**src/rtl/dff_mem_pkg.sv**
```systemverilog
// rtl/dff_mem_pkg.sv - shared constants for the two-requester DFF RAM arbiter
package dff_mem_pkg;

    localparam int ADDR_W_DEF    = 4;
    localparam int DATA_W_DEF    = 8;
    localparam int RAM_BYTES_DEF = 16;

    typedef logic [1:0] state_t;

    localparam state_t IDLE    = 2'd0;
    localparam state_t ISSUE   = 2'd1;
    localparam state_t CAPTURE = 2'd2;
    localparam state_t RESP    = 2'd3;

    localparam logic REQ_A = 1'b0;
    localparam logic REQ_B = 1'b1;

endpackage

```
**src/rtl/dff_mem_arbiter_if.sv**
```systemverilog
// rtl/dff_mem_arbiter_if.sv - per-requester command/response bundle
interface dff_mem_arbiter_if
    import dff_mem_pkg::*;
#(
    parameter int ADDR_W = ADDR_W_DEF,
    parameter int DATA_W = DATA_W_DEF
);
    logic              valid;
    logic              ready;
    logic              we;
    logic [ADDR_W-1:0] addr;
    logic [DATA_W-1:0] wdata;
    logic              resp_valid;
    logic              resp_err;
    logic [DATA_W-1:0] resp_rdata;

    modport master (
        output valid, we, addr, wdata,
        input  ready, resp_valid, resp_err, resp_rdata
    );

    modport slave (
        input  valid, we, addr, wdata,
        output ready, resp_valid, resp_err, resp_rdata
    );
endinterface

```
**src/rtl/rr_arb2.sv**
```systemverilog
// rtl/rr_arb2.sv - two-way round-robin grant; priority flips only on an accepted grant
module rr_arb2
    import dff_mem_pkg::*;
(
    input  logic       clk,
    input  logic       rst,
    input  logic [1:0] req,
    input  logic       accept,
    output logic [1:0] grant
);
    logic last_grant;

    always_comb begin
        grant = 2'b00;
        case (req)
            2'b01:   grant = 2'b01;
            2'b10:   grant = 2'b10;
            2'b11:   grant = (last_grant == REQ_B) ? 2'b01 : 2'b10;
            default: grant = 2'b00;
        endcase
    end

    // grant[1] doubles as the requester id of the winner (REQ_B = 1)
    always_ff @(posedge clk) begin
        if (rst)
            last_grant <= REQ_B;
        else if (accept && (grant != 2'b00))
            last_grant <= grant[1];
    end
endmodule

```
**src/rtl/dff_mem_arbiter.sv**
```systemverilog
// rtl/dff_mem_arbiter.sv - serialises requesters A and B onto one single-port DFF RAM
module dff_mem_arbiter
    import dff_mem_pkg::*;
#(
    parameter int ADDR_W    = ADDR_W_DEF,
    parameter int DATA_W    = DATA_W_DEF,
    parameter int RAM_BYTES = RAM_BYTES_DEF
)(
    input  logic                clk,
    input  logic                rst,
    dff_mem_arbiter_if.slave    a,
    dff_mem_arbiter_if.slave    b,
    output logic                mem_wr_en,
    output logic                mem_r_en,
    output logic [ADDR_W-1:0]   mem_addr,
    output logic [DATA_W-1:0]   mem_wdata,
    input  logic [DATA_W-1:0]   mem_rdata
);
    localparam logic [ADDR_W:0] RAM_LIMIT = (ADDR_W+1)'(RAM_BYTES);

    state_t            state;
    logic              idle;
    logic [1:0]        req;
    logic [1:0]        grant;
    logic              accept;

    logic              sel_b;
    logic              sel_we;
    logic [ADDR_W-1:0] sel_addr;
    logic [DATA_W-1:0] sel_wdata;
    logic              sel_in_range;

    logic              owner;
    logic              cmd_rd;
    logic              cmd_err;
    logic [1:0]        resp_valid_q;
    logic              resp_err_q;
    logic [DATA_W-1:0] resp_rdata_q;

    assign idle   = (state == IDLE);
    assign req    = {b.valid, a.valid} & {2{idle}};
    assign accept = idle & (grant != 2'b00);

    rr_arb2 u_arb (
        .clk    (clk),
        .rst    (rst),
        .req    (req),
        .accept (accept),
        .grant  (grant)
    );

    assign a.ready = grant[0];
    assign b.ready = grant[1];

    assign sel_b        = grant[1];
    assign sel_we       = sel_b ? b.we    : a.we;
    assign sel_addr     = sel_b ? b.addr  : a.addr;
    assign sel_wdata    = sel_b ? b.wdata : a.wdata;
    assign sel_in_range = ({1'b0, sel_addr} < RAM_LIMIT);

    always_ff @(posedge clk) begin
        if (rst) begin
            state        <= IDLE;
            owner        <= REQ_A;
            cmd_rd       <= 1'b0;
            cmd_err      <= 1'b0;
            mem_wr_en    <= 1'b0;
            mem_r_en     <= 1'b0;
            mem_addr     <= '0;
            mem_wdata    <= '0;
            resp_valid_q <= 2'b00;
            resp_err_q   <= 1'b0;
            resp_rdata_q <= '0;
        end else begin
            case (state)
                IDLE: begin
                    if (accept) begin
                        // Out-of-range commands never touch the RAM but keep the same timing
                        owner     <= sel_b;
                        cmd_rd    <= ~sel_we & sel_in_range;
                        cmd_err   <= ~sel_in_range;
                        mem_wr_en <= sel_we & sel_in_range;
                        mem_r_en  <= ~sel_we & sel_in_range;
                        mem_addr  <= sel_addr;
                        mem_wdata <= sel_wdata;
                        state     <= ISSUE;
                    end
                end
                ISSUE: begin
                    mem_wr_en <= 1'b0;
                    mem_r_en  <= 1'b0;
                    mem_addr  <= '0;
                    mem_wdata <= '0;
                    state     <= CAPTURE;
                end
                CAPTURE: begin
                    resp_valid_q <= (owner == REQ_B) ? 2'b10 : 2'b01;
                    resp_err_q   <= cmd_err;
                    resp_rdata_q <= cmd_rd ? mem_rdata : '0;
                    state        <= RESP;
                end
                default: begin
                    resp_valid_q <= 2'b00;
                    resp_err_q   <= 1'b0;
                    resp_rdata_q <= '0;
                    state        <= IDLE;
                end
            endcase
        end
    end

    assign a.resp_valid = resp_valid_q[REQ_A];
    assign a.resp_err   = resp_valid_q[REQ_A] & resp_err_q;
    assign a.resp_rdata = resp_valid_q[REQ_A] ? resp_rdata_q : '0;
    assign b.resp_valid = resp_valid_q[REQ_B];
    assign b.resp_err   = resp_valid_q[REQ_B] & resp_err_q;
    assign b.resp_rdata = resp_valid_q[REQ_B] ? resp_rdata_q : '0;
endmodule

```
**src/flat_wrapper.sv**
```systemverilog
// flat-port wrapper written by rule: the top's interface ports become plain ports
module dff_mem_arbiter_flat import dff_mem_pkg::*;
#(
    parameter int ADDR_W    = ADDR_W_DEF,
    parameter int DATA_W    = DATA_W_DEF,
    parameter int RAM_BYTES = RAM_BYTES_DEF
)
  (clk, rst, mem_wr_en, mem_r_en, mem_addr, mem_wdata, mem_rdata, a_valid, a_we, a_addr, a_wdata, a_ready, a_resp_valid, a_resp_err, a_resp_rdata, b_valid, b_we, b_addr, b_wdata, b_ready, b_resp_valid, b_resp_err, b_resp_rdata);
  dff_mem_arbiter_if #(.ADDR_W(ADDR_W), .DATA_W(DATA_W)) a_i ();
  dff_mem_arbiter_if #(.ADDR_W(ADDR_W), .DATA_W(DATA_W)) b_i ();
  input  logic clk;
  input  logic rst;
  output logic mem_wr_en;
  output logic mem_r_en;
  output logic [ADDR_W-1:0] mem_addr;
  output logic [DATA_W-1:0] mem_wdata;
  input  logic [DATA_W-1:0] mem_rdata;
  input wire logic [$bits(a_i.valid)-1:0] a_valid;
  input wire logic [$bits(a_i.we)-1:0] a_we;
  input wire logic [$bits(a_i.addr)-1:0] a_addr;
  input wire logic [$bits(a_i.wdata)-1:0] a_wdata;
  output wire logic [$bits(a_i.ready)-1:0] a_ready;
  output wire logic [$bits(a_i.resp_valid)-1:0] a_resp_valid;
  output wire logic [$bits(a_i.resp_err)-1:0] a_resp_err;
  output wire logic [$bits(a_i.resp_rdata)-1:0] a_resp_rdata;
  input wire logic [$bits(b_i.valid)-1:0] b_valid;
  input wire logic [$bits(b_i.we)-1:0] b_we;
  input wire logic [$bits(b_i.addr)-1:0] b_addr;
  input wire logic [$bits(b_i.wdata)-1:0] b_wdata;
  output wire logic [$bits(b_i.ready)-1:0] b_ready;
  output wire logic [$bits(b_i.resp_valid)-1:0] b_resp_valid;
  output wire logic [$bits(b_i.resp_err)-1:0] b_resp_err;
  output wire logic [$bits(b_i.resp_rdata)-1:0] b_resp_rdata;
  assign a_i.valid = a_valid;
  assign a_i.we = a_we;
  assign a_i.addr = a_addr;
  assign a_i.wdata = a_wdata;
  assign a_ready = a_i.ready;
  assign a_resp_valid = a_i.resp_valid;
  assign a_resp_err = a_i.resp_err;
  assign a_resp_rdata = a_i.resp_rdata;
  assign b_i.valid = b_valid;
  assign b_i.we = b_we;
  assign b_i.addr = b_addr;
  assign b_i.wdata = b_wdata;
  assign b_ready = b_i.ready;
  assign b_resp_valid = b_i.resp_valid;
  assign b_resp_err = b_i.resp_err;
  assign b_resp_rdata = b_i.resp_rdata;
  dff_mem_arbiter #(.ADDR_W(ADDR_W), .DATA_W(DATA_W), .RAM_BYTES(RAM_BYTES)) u_core (.clk(clk), .rst(rst), .a(a_i), .b(b_i), .mem_wr_en(mem_wr_en), .mem_r_en(mem_r_en), .mem_addr(mem_addr), .mem_wdata(mem_wdata), .mem_rdata(mem_rdata));
endmodule
```
**config.mk**
```make
export PLATFORM = sky130hd
export DESIGN_NAME = dff_mem_arbiter_flat
export DESIGN_NICKNAME = d
export VERILOG_FILES = /design/src/rtl/dff_mem_pkg.sv /design/src/rtl/dff_mem_arbiter_if.sv /design/src/rtl/rr_arb2.sv /design/src/rtl/dff_mem_arbiter.sv /design/src/flat_wrapper.sv
export SDC_FILE = /design/constraint.sdc
export NUM_CORES = 1
export LEC_CHECK = 0
export ABC_AREA = 1
export CORE_MARGIN = 10
export CORE_UTILIZATION = 30
export CTS_BUF_LIST = sky130_fd_sc_hd__clkbuf_4 sky130_fd_sc_hd__clkbuf_8
export CTS_CLUSTER_SIZE = 20
export DETAILED_ROUTE_END_ITERATION = 10
export DONT_BUFFER_PORTS = 1
export SYNTH_ARGS = -nofsm -noshare
export SYNTH_HDL_FRONTEND = slang
export SYNTH_HIERARCHICAL = 1
export SYNTH_SLANG_ARGS = --single-unit
```
**constraint.sdc**
```tcl
create_clock -name clk -period 1.9 [get_ports clk]
set_input_delay 0.19 -clock clk [delete_from_list [all_inputs] [get_ports clk]]
set_output_delay 0.19 -clock clk [all_outputs]
set_load 0.01 [all_outputs]
```
# Word-level counts from Yosys, hierarchy flattened
# Index checks and enable logic that the tools add are counted.
# word_totals
regBits	30
input_bits	38
wordCells	51
out_inout_bits	36
# classes
bitwise	5
mux	22
reduce_logical	7
n_eq_ne	6
# op_table
op	n
2-to-1 mux 8 bit	5
case mux 8 bit (2 select lines)	2
case mux 2 bit (3 select lines)	2
2-to-1 mux 4 bit	2
case mux 4 bit (2 select lines)	1
== test 2 bit, second input constant	3
2-to-1 mux 2 bit	3
== test 2 x 1 -> 1 bit, second input constant	2
2-to-1 mux 1 bit	4
case mux 1 bit (2 select lines)	2
case mux 2 bit (2 select lines)	1
AND reduction 2 bit	2
nonzero test 2 bit	2
bitwise AND 1 bit	3
bitwise AND 2 bit	1
logical NOT 2 bit	1
!= test 2 bit, second input constant	1
OR reduction 2 bit	1
logical AND 1 bit	1
NOT 1 bit	1

# Logic depth before layout (Yosys ltp)
# Gate-level depths: netlist of run 1.
# logic_depth
depth_word	8
depth_mapped	12
mapped_depth_nobuf	11

# By module
# The synthesis of run 1 kept the hierarchy.
# by_module_without_submodules
mod	cells_each	seq_area_each_um2	area_per_inst_um2	instances
dff_mem_arbiter	261	560.5	1584.0	1
rr_arb2	9	20.0	60.1	1

# Worst setup path before layout of run 1
# No wires, ideal clock.
# synth_timing
kind	reg2reg
from	register u_core.state[0]
to	register u_core.mem_wdata[5]
t_arrival_ns	2.174
setup_ns	0.113
path_stages_with_launch	12
period_less_slack_ns	2.286
path_buffers	1
path_slack_ns	-0.386
required_time_ns	1.787
cell_sequence	dfxtp_1 -> inv_1 -> ha_1 -> nand2_1 -> inv_1 -> a21boi_0 -> inv_1 -> buf_2 -> nor2_1 -> nor2_1 -> nor2_1 -> nor2_1
# synth_via
elab_chain_len	8
elab_cells_between_ends	15
# synth_lines
element	line	rtl
start, declared	dff_mem_arbiter.sv:21	state_t state;
start signal, assigned	dff_mem_arbiter.sv:63	state <= IDLE;
start signal, assigned	dff_mem_arbiter.sv:86	state <= ISSUE;
start signal, assigned	dff_mem_arbiter.sv:94	state <= CAPTURE;
logical NOT 2 bit (*)	dff_mem_arbiter.sv:40	assign idle = (state == IDLE);
bitwise AND 2 bit (*)	dff_mem_arbiter.sv:41	assign req = {b.valid, a.valid} & {2{idle}};
net u_core.req[1]	dff_mem_arbiter.sv:23	logic [1:0] req;
== test 2 bit or == test 2 x 1 -> 1 bit (tied branches)	rr_arb2.sv:15	case (req)
case mux 2 bit (3 select lines) (*)	rr_arb2.sv:15	
net b_ready	flat_wrapper.sv:30	output wire logic [$bits(b_i.ready)-1:0] b_ready;
nonzero test 2 bit	dff_mem_arbiter.sv:42	assign accept = idle & (grant != 2'b00);
bitwise AND 1 bit	dff_mem_arbiter.sv:42	
!= test 2 bit (no line)	--	
AND reduction 2 bit (no line)	--	
end signal, assigned	dff_mem_arbiter.sv:85	mem_wdata <= sel_wdata;
end, declared	dff_mem_arbiter.sv:16	output logic [DATA_W-1:0] mem_wdata,
# Mark *: on every way through the listed nets, which the timed path passes. The rest lies on a longest branch. The select of a mux whose other input is x is not followed.
# A chain may end at the register's enable or synchronous reset.

# Final worst setup path of run 1
# layout_timing
from	register u_core.state[1]
to	register u_core.mem_wdata[2]
# layout_via
elab_chain_len	8
elab_cells_between_ends	15
# layout_lines
element	line
logical NOT 2 bit (*)	dff_mem_arbiter.sv:40
bitwise AND 2 bit (*)	dff_mem_arbiter.sv:41
net u_core.req[1]	dff_mem_arbiter.sv:23
== test 2 bit or == test 2 x 1 -> 1 bit (tied branches)	rr_arb2.sv:15
case mux 2 bit (3 select lines) (*)	rr_arb2.sv:15
nonzero test 2 bit	dff_mem_arbiter.sv:42
bitwise AND 1 bit	dff_mem_arbiter.sv:42
!= test 2 bit (no line)	--
AND reduction 2 bit (no line)	--
# Marks and branches as above.

==> flow_summary.ini, run 1 <==
[status]
outcome = complete, no violations

[clock_tree]
htree_num_levels = 2
numCtsBuffers = 5
cts.clk_slew.worst_paths_ps = 60
cts_tree = built
clock_path_buffers = 2
insertion_delay_ps = 270
cts.sinks = 29
cts_root_buffer = clkbuf_8

[timing]
clock.fmax_mhz = 582
holdWs_ps = 27.6
min_period_over_period_pct = 90.4
finalClockSkew_ps = 4.47
final.min_clock_period_ps = 1720
finalMaxSlewViolations = 0
hold_viol = 0
setup_violations = 0

[finish]
nets = 316
diodes = 0
drive_gt1_share_pct = 8.79
fin_util_pct = 35.6
areaGrowthSynthToFinish_pct = 12.9
layout_commonest_cell = nand2_1
most-common-layout-cells = nand2_1 (70), nor2_1 (62), inv_1 (41)
final_cells = 343

[route]
maxUsedRoutingLayer = met4
firstDrtPassIters = 4
routedLengthMet1_um = 1720
drt-total-wl_um = 4560
wl_met3_um = 404
num_vias = 1511
antenna_left = 0
wl_met2_um = 2300
drt-initial-drc-count = 107
vias_per_cell = 4.41
drcViolationCount = 0
wl_per_cell_um = 13.3

[global_routing]
grt_max_degree = 29
track_usage_pct = 10.2
antenna_found_initial = 0
grt_pass1_vias = 1452
grt_pass1_wl_um = 7140
overflow = 0

[worst_setup_path]
cpMostUsedCell = nor2_1
r2r_start = u_core/state[1]
critical_path.max_stage_delay_ps = 340
crit_arrival_ps = 1890
cp_slowest_cell = dfxtp_1
critPathCapture = u_core/mem_wdata[2]
crit_chain = inv_2 > ha_4 > nand2_1 > inv_1 > a21boi_4 > clkinvlp_4 > buf_4 > nor2_1 > nor2_1 > nor2_1 > nor2_1
crit_fanout = 11
crit_start = u_core/state[1]
r2r_slack_ps = 180
timing.critical_path.required_ps = 2070
critical_path_class = reg -> reg
worstRegToRegCells = 11
end_kind = register
startpoint_type = register
r2r-end = u_core/mem_wdata[2]

[floorplanning]
row_count = 26
die_h_um = 94.0
core_mm2 = 0.00520
initial_core_util_pct = 31.6
io_pins = 74
die_width_um = 94.0
die_area_mm2 = 0.00884

[power_and_ir_drop]
p_sw_w = 0.00126
leakagePower_nw = 0.976
power.density_mw_per_mm2 = 1520
irDropWorstVdd_mv = 0.492
power.internal_w = 0.00155
power_frac_comb_pct = 48.2
p_clk_share_pct = 18.2
netSwitchingFraction_pct = 44.9
seqPwrFrac_pct = 33.7

[yosys]
synthCells = 270
synth.cell_area_mm2 = 0.00164
ys_seq_area_share_pct = 35.3
synth.distinct_cells = 21
synth_compound_area_share_pct = 8.83
ys_warn_count = 6
synthXorXnorAreaFrac_pct = 0
synth_top_family_by_area = simple AND/OR/NAND/NOR gates
synth_fa_ha_area_share_pct = 3.81
synthMuxAreaShare_pct = 0
yosys.area.top_type = dfxtp_1
ys_ff_latch = 29
yosysTopAreaCellShare_pct = 35.3
synthSimpleGateAreaFrac_pct = 36.7
synth_area_leaders = dfxtp_1 (35%), nand2_1 (16%), nor2_1 (14%)
post_synth.cell_area_avg_um2 = 6.09

[placement]
dp_cells = 332
gp_congestion = 0.760
dpl.hpwl_um = 3420
io_buffers = 0

[flow_run]
drv_cap = 0

[min_path]
hold_class = in -> reg
-- per-stage QoR --
stage | setup slack, ps | area (µm²) | power [W] | TNS, ps
2_1_floorplan | 88.6 | 1650 | 0.00200 | 0
3_5_place_dp | 61.5 | 1700 | 0.00221 | 0
3_3_place_gp | 127 | 1700 | 0.00219 | 0
6_report | 182 | 1860 | 0.00282 | 0
5_1_grt | -15.5 | 1860 | 0.00314 | -15.5
4_1_cts | 43.9 | 1800 | 0.00274 | 0
-- worst min path at each step --
stage,from,endpoint,slack [ps],cells past startpoint
6_report,rst,u_core/u_arb/last_grant,30,2
5_1_grt,rst,u_core/u_arb/last_grant,10,2
4_1_cts,rst,u_core/u_arb/last_grant,20,2
3_5_place_dp,rst,u_core/resp_valid_q[1],270,1
3_3_place_gp,rst,u_core/resp_rdata_q[2],260,1
2_1_floorplan,rst,u_core/resp_rdata_q[0],260,1
-- power by group through the flow --
stage / Sequential (W) / Clock [W] / Combinational [W]
after floorplan: 0.000900 / 0 / 0.00110
after global placement: 0.000962 / 0 / 0.00123
after detailed placement: 0.000966 / 0 / 0.00124
after CTS: 0.000953 / 0.000530 / 0.00125
after global routing: 0.000979 / 0.000564 / 0.00160
final: 0.000948 / 0.000511 / 0.00136
-- logic make-up after synthesis --
kind of cell               Yosys count
other                                1
and+or+nand+nor                    148
adders and majority gates            5
AOI/OAI and AO/OA                   28
DFF                                 29
buffers and inverters               59
-- cell type report --
type / instances / area (µm²)
clock buffer: 7 / 90.1
fill: 611 / 3350
timing repair buffer: 9 / 70.1
tap: 70 / 87.6
multi-input combinational: 183 / 855
sequential: 29 / 581
inverter: 45 / 173
-- state kept, by name (all words and copies together) (netlist names), 2 cells and up --
name	flops
u_core/mem_addr	4
u_core/resp_rdata_q	8
u_core/mem_wdata	8
u_core/resp_valid_q	2
u_core/state	2
-- repair_timing --
action                                  in CTS  in global routing
endpoints found under the setup margin       0                 19
gates resized for setup                      0                  8
hold buffers                                 1                  0
endpoints found under the hold margin       12                  0
buffers inserted                             0                  3
-- routing by layer --
metal	vias up	track usage, %
li1	804	-
met1	666	10.9
met2	31	16.6
met3	10	4.48
met4	0	5.57
met5	-	0
-- worst max-delay path: cells and delay by family (launching register included) --
family / cells / cell delay [ps]
buf+inv: 4 / 510
compound gates: 1 / 270
flops: 1 / 340
fa+ha+maj: 1 / 160
simple gates: 5 / 340
-- cell usage after synthesis --
cell	count
nand2_1	70
nor2_1	62
inv_1	44
dfxtp_1	29
o21ai_0	14
a21oi_1	12
nand4_1	8
clkbuf_1	6
ha_1	5
buf_2	4
nand3_1	3
buf_4	2
buf_6	2
nand2_4	2
a21boi_0	1
a21boi_1	1
clkinv_1	1
conb_1	1
nand3b_1	1
nor2_2	1
or2_1	1
Note: power is estimated with default switching activity, not from simulation.
==> inputs of run 2 (changes only) <==
--- a/config.mk
+++ b/config.mk
@@ -5,7 +5,7 @@
 export SDC_FILE = /design/constraint.sdc
 export NUM_CORES = 1
 export LEC_CHECK = 0
-export ABC_AREA = 1
+export ABC_AREA = 0
 export CORE_MARGIN = 10
 export CORE_UTILIZATION = 30
 export CTS_BUF_LIST = sky130_fd_sc_hd__clkbuf_4 sky130_fd_sc_hd__clkbuf_8
==> flow_summary.ini, run 2 <==
[route]
num_vias = 1109
drcViolationCount = 0
antenna_left = 0
wl_per_cell_um = 19.7
firstDrtPassIters = 4
drt-initial-drc-count = 23
drt-total-wl_um = 4100
vias_per_cell = 5.33

[placement]
io_buffers = 0
gp_congestion = 0.783
dpl.hpwl_um = 3100
dp_slack_ps = -82.9

[timing]
clock.fmax_mhz = 532
hold_viol = 0
fin_ws_ps = 20.3
worst_slew_pin_slew_ps = 530
finalMaxSlewViolations = 0
slew_headroom_pct = 64.6
rsz0062_at_grt = true
final.min_clock_period_ps = 1880
min_period_over_period_pct = 98.9
finalClockSkew_ps = 7.68
setup_violations = 0

[worst_setup_path]
r2r_slack_ps = 20
r2r-end = u_core/mem_wdata[3]
timing.critical_path.required_ps = 2110
worstRegToRegCells = 8
startpoint_type = register
crit_arrival_ps = 2090
end_kind = register
r2r_start = u_core/state[1]
crit_fanout = 13
critical_path_class = reg -> reg

[power_and_ir_drop]
leakagePower_nw = 0.694
p_total_w = 0.00264
irDropWorstVdd_mv = 0.603
power.density_mw_per_mm2 = 1460

[yosys]
synthCells = 142
ys_warn_count = 6
synth.distinct_cells = 30
synth_area_leaders = dfxtp_1 (41%), mux2i_1 (11%), o2bb2ai_1 (8.1%)
yosys.area.top_type = dfxtp_1
ys_ff_latch = 29
synth.cell_area_mm2 = 0.00140
synth_common_cells = dfxtp_1 (29), and2_1 (18), mux2i_1 (15)
ys_seq_area_share_pct = 41.4
yosysMostFrequentCell = dfxtp_1
synthFlopType = dfxtp_1
post_synth.cell_area_avg_um2 = 9.89
yosysTopAreaCellShare_pct = 41.4
async_flop_share_pct = 0
synth_edf_count = 0

[floorplanning]
core_mm2 = 0.00444
row_count = 24
io_pins = 74
die_h_um = 88.4
die_area_mm2 = 0.00782
initial_core_util_pct = 31.6
die_width_um = 88.4

[global_routing]
track_usage_pct = 10.1
grt_pass1_vias = 1213
overflow = 0
grt_pass1_wl_um = 6110
antenna_found_initial = 0
grt_max_degree = 15

[clock_tree]
insertion_delay_ps = 270
cts_tree = built
numCtsBuffers = 5
clock_path_buffers = 2
htree_num_levels = 2
cts_root_buffer = clkbuf_8
cts.clk_slew.worst_paths_ps = 70
cts.sinks = 29

[finish]
layout_commonest_cell = dfxtp_1
fin_util_pct = 40.7
final.fill_count = 459
largestRegisters = u_core/mem_wdata (8), u_core/resp_rdata_q (8), u_core/mem_addr (4)
most-common-layout-cells = dfxtp_1 (27), and2_1 (16), mux2i_1 (14)
area.sequential_um2 = 583
multi_input_area_um2 = 893
drive_gt1_share_pct = 33.3
diodes = 0
nets = 198
areaGrowthSynthToFinish_pct = 28.7

[min_path]
whs_endpoint = u_core/u_arb/last_grant
whs_path_depth = 1
hold_class = in -> reg
hp-start = rst

[status]
outcome = complete, no violations

[flow_run]
drv_cap = 0
## run 2: worst max-delay path by stage
stage / start / end
finish: u_core/state[1] / u_core/mem_wdata[3]
global route: u_core/state[1] / u_core/mem_wdata[4]
CTS: u_core/state[1] / u_core/mem_wdata[3]
detailed placement: u_core/state[1] / u_core/mem_wr_en
global placement: u_core/state[1] / u_core/mem_wdata[4]
floorplan: u_core/state[1] / u_core/mem_addr[0]
## run 2: final cells by class
| cell class | count | area share, % |
|---|---|---|
| multi-input cells | 100 | 49.4 |
| flip-flops and latches | 29 | 32.3 |
| repair buffers | 14 | 6.86 |
| clock buffers | 6 | 4.57 |
| well taps | 52 | 3.60 |
| clock inverters | 2 | 2.08 |
| inverters | 5 | 1.18 |
## run 2: metrics by stage
step / std cells / area [µm²] / hold WS [ps] / setup TNS [ps]
final: 208 / 1810 / 23.8 / 0
after floorplan: 143 / 1450 / 300 / -503
after CTS: 205 / 1680 / 9.67 / -13.6
after detailed placement: 196 / 1540 / 260 / -831
after global routing: 208 / 1810 / 3.90 / -256
after global placement: 196 / 1540 / 257 / 0
## run 2: power by group
part           total [W]  internal [W]  switching, W  leakage (nW)
clock           0.000654      0.000426      0.000228        0.0574
sequential      0.000953      0.000759      0.000194         0.237
combinational    0.00103      0.000501      0.000528         0.400
## run 2: cell families (layout without fill, tap and decap cells)
group,Yosys count,after routing,synth area share [%]
AOI/OAI and AO/OA,33,33,18.9
adders and majority gates,5,5,4.46
buffers and inverters,15,27,6.33
DFF,29,29,41.4
muxes,15,15,10.7
other,1,2,0.267
and+or+nand+nor,44,45,18.0
## run 2: repair_timing
action | CTS | global route
pin swaps | 1 | 7
setup buffers | 0 | 2
hold buffers | 1 | 0
setup endpoints to repair | 14 | 16
resized for setup | 3 | 17
gates cloned | 0 | 1
endpoints found under the hold margin | 14 | 0
## run 2: critical path, stage by stage (launching register included)
cell	delay [ps]
dfxtp_2	360
inv_4	50
ha_4	160
and2_4	150
a21boi_4	160
or3b_4	450
a21oi_4	200
buf_12	170
o2bb2ai_2	110
## run 2: per-layer routing
metal,vias up,part of all wire (%),global-route usage [%]
li1,525,-,-
met2,63,49,16.5
met3,6,12,6.25
met5,-,0,0
met1,515,37,10.1
met4,0,2.0,4.55
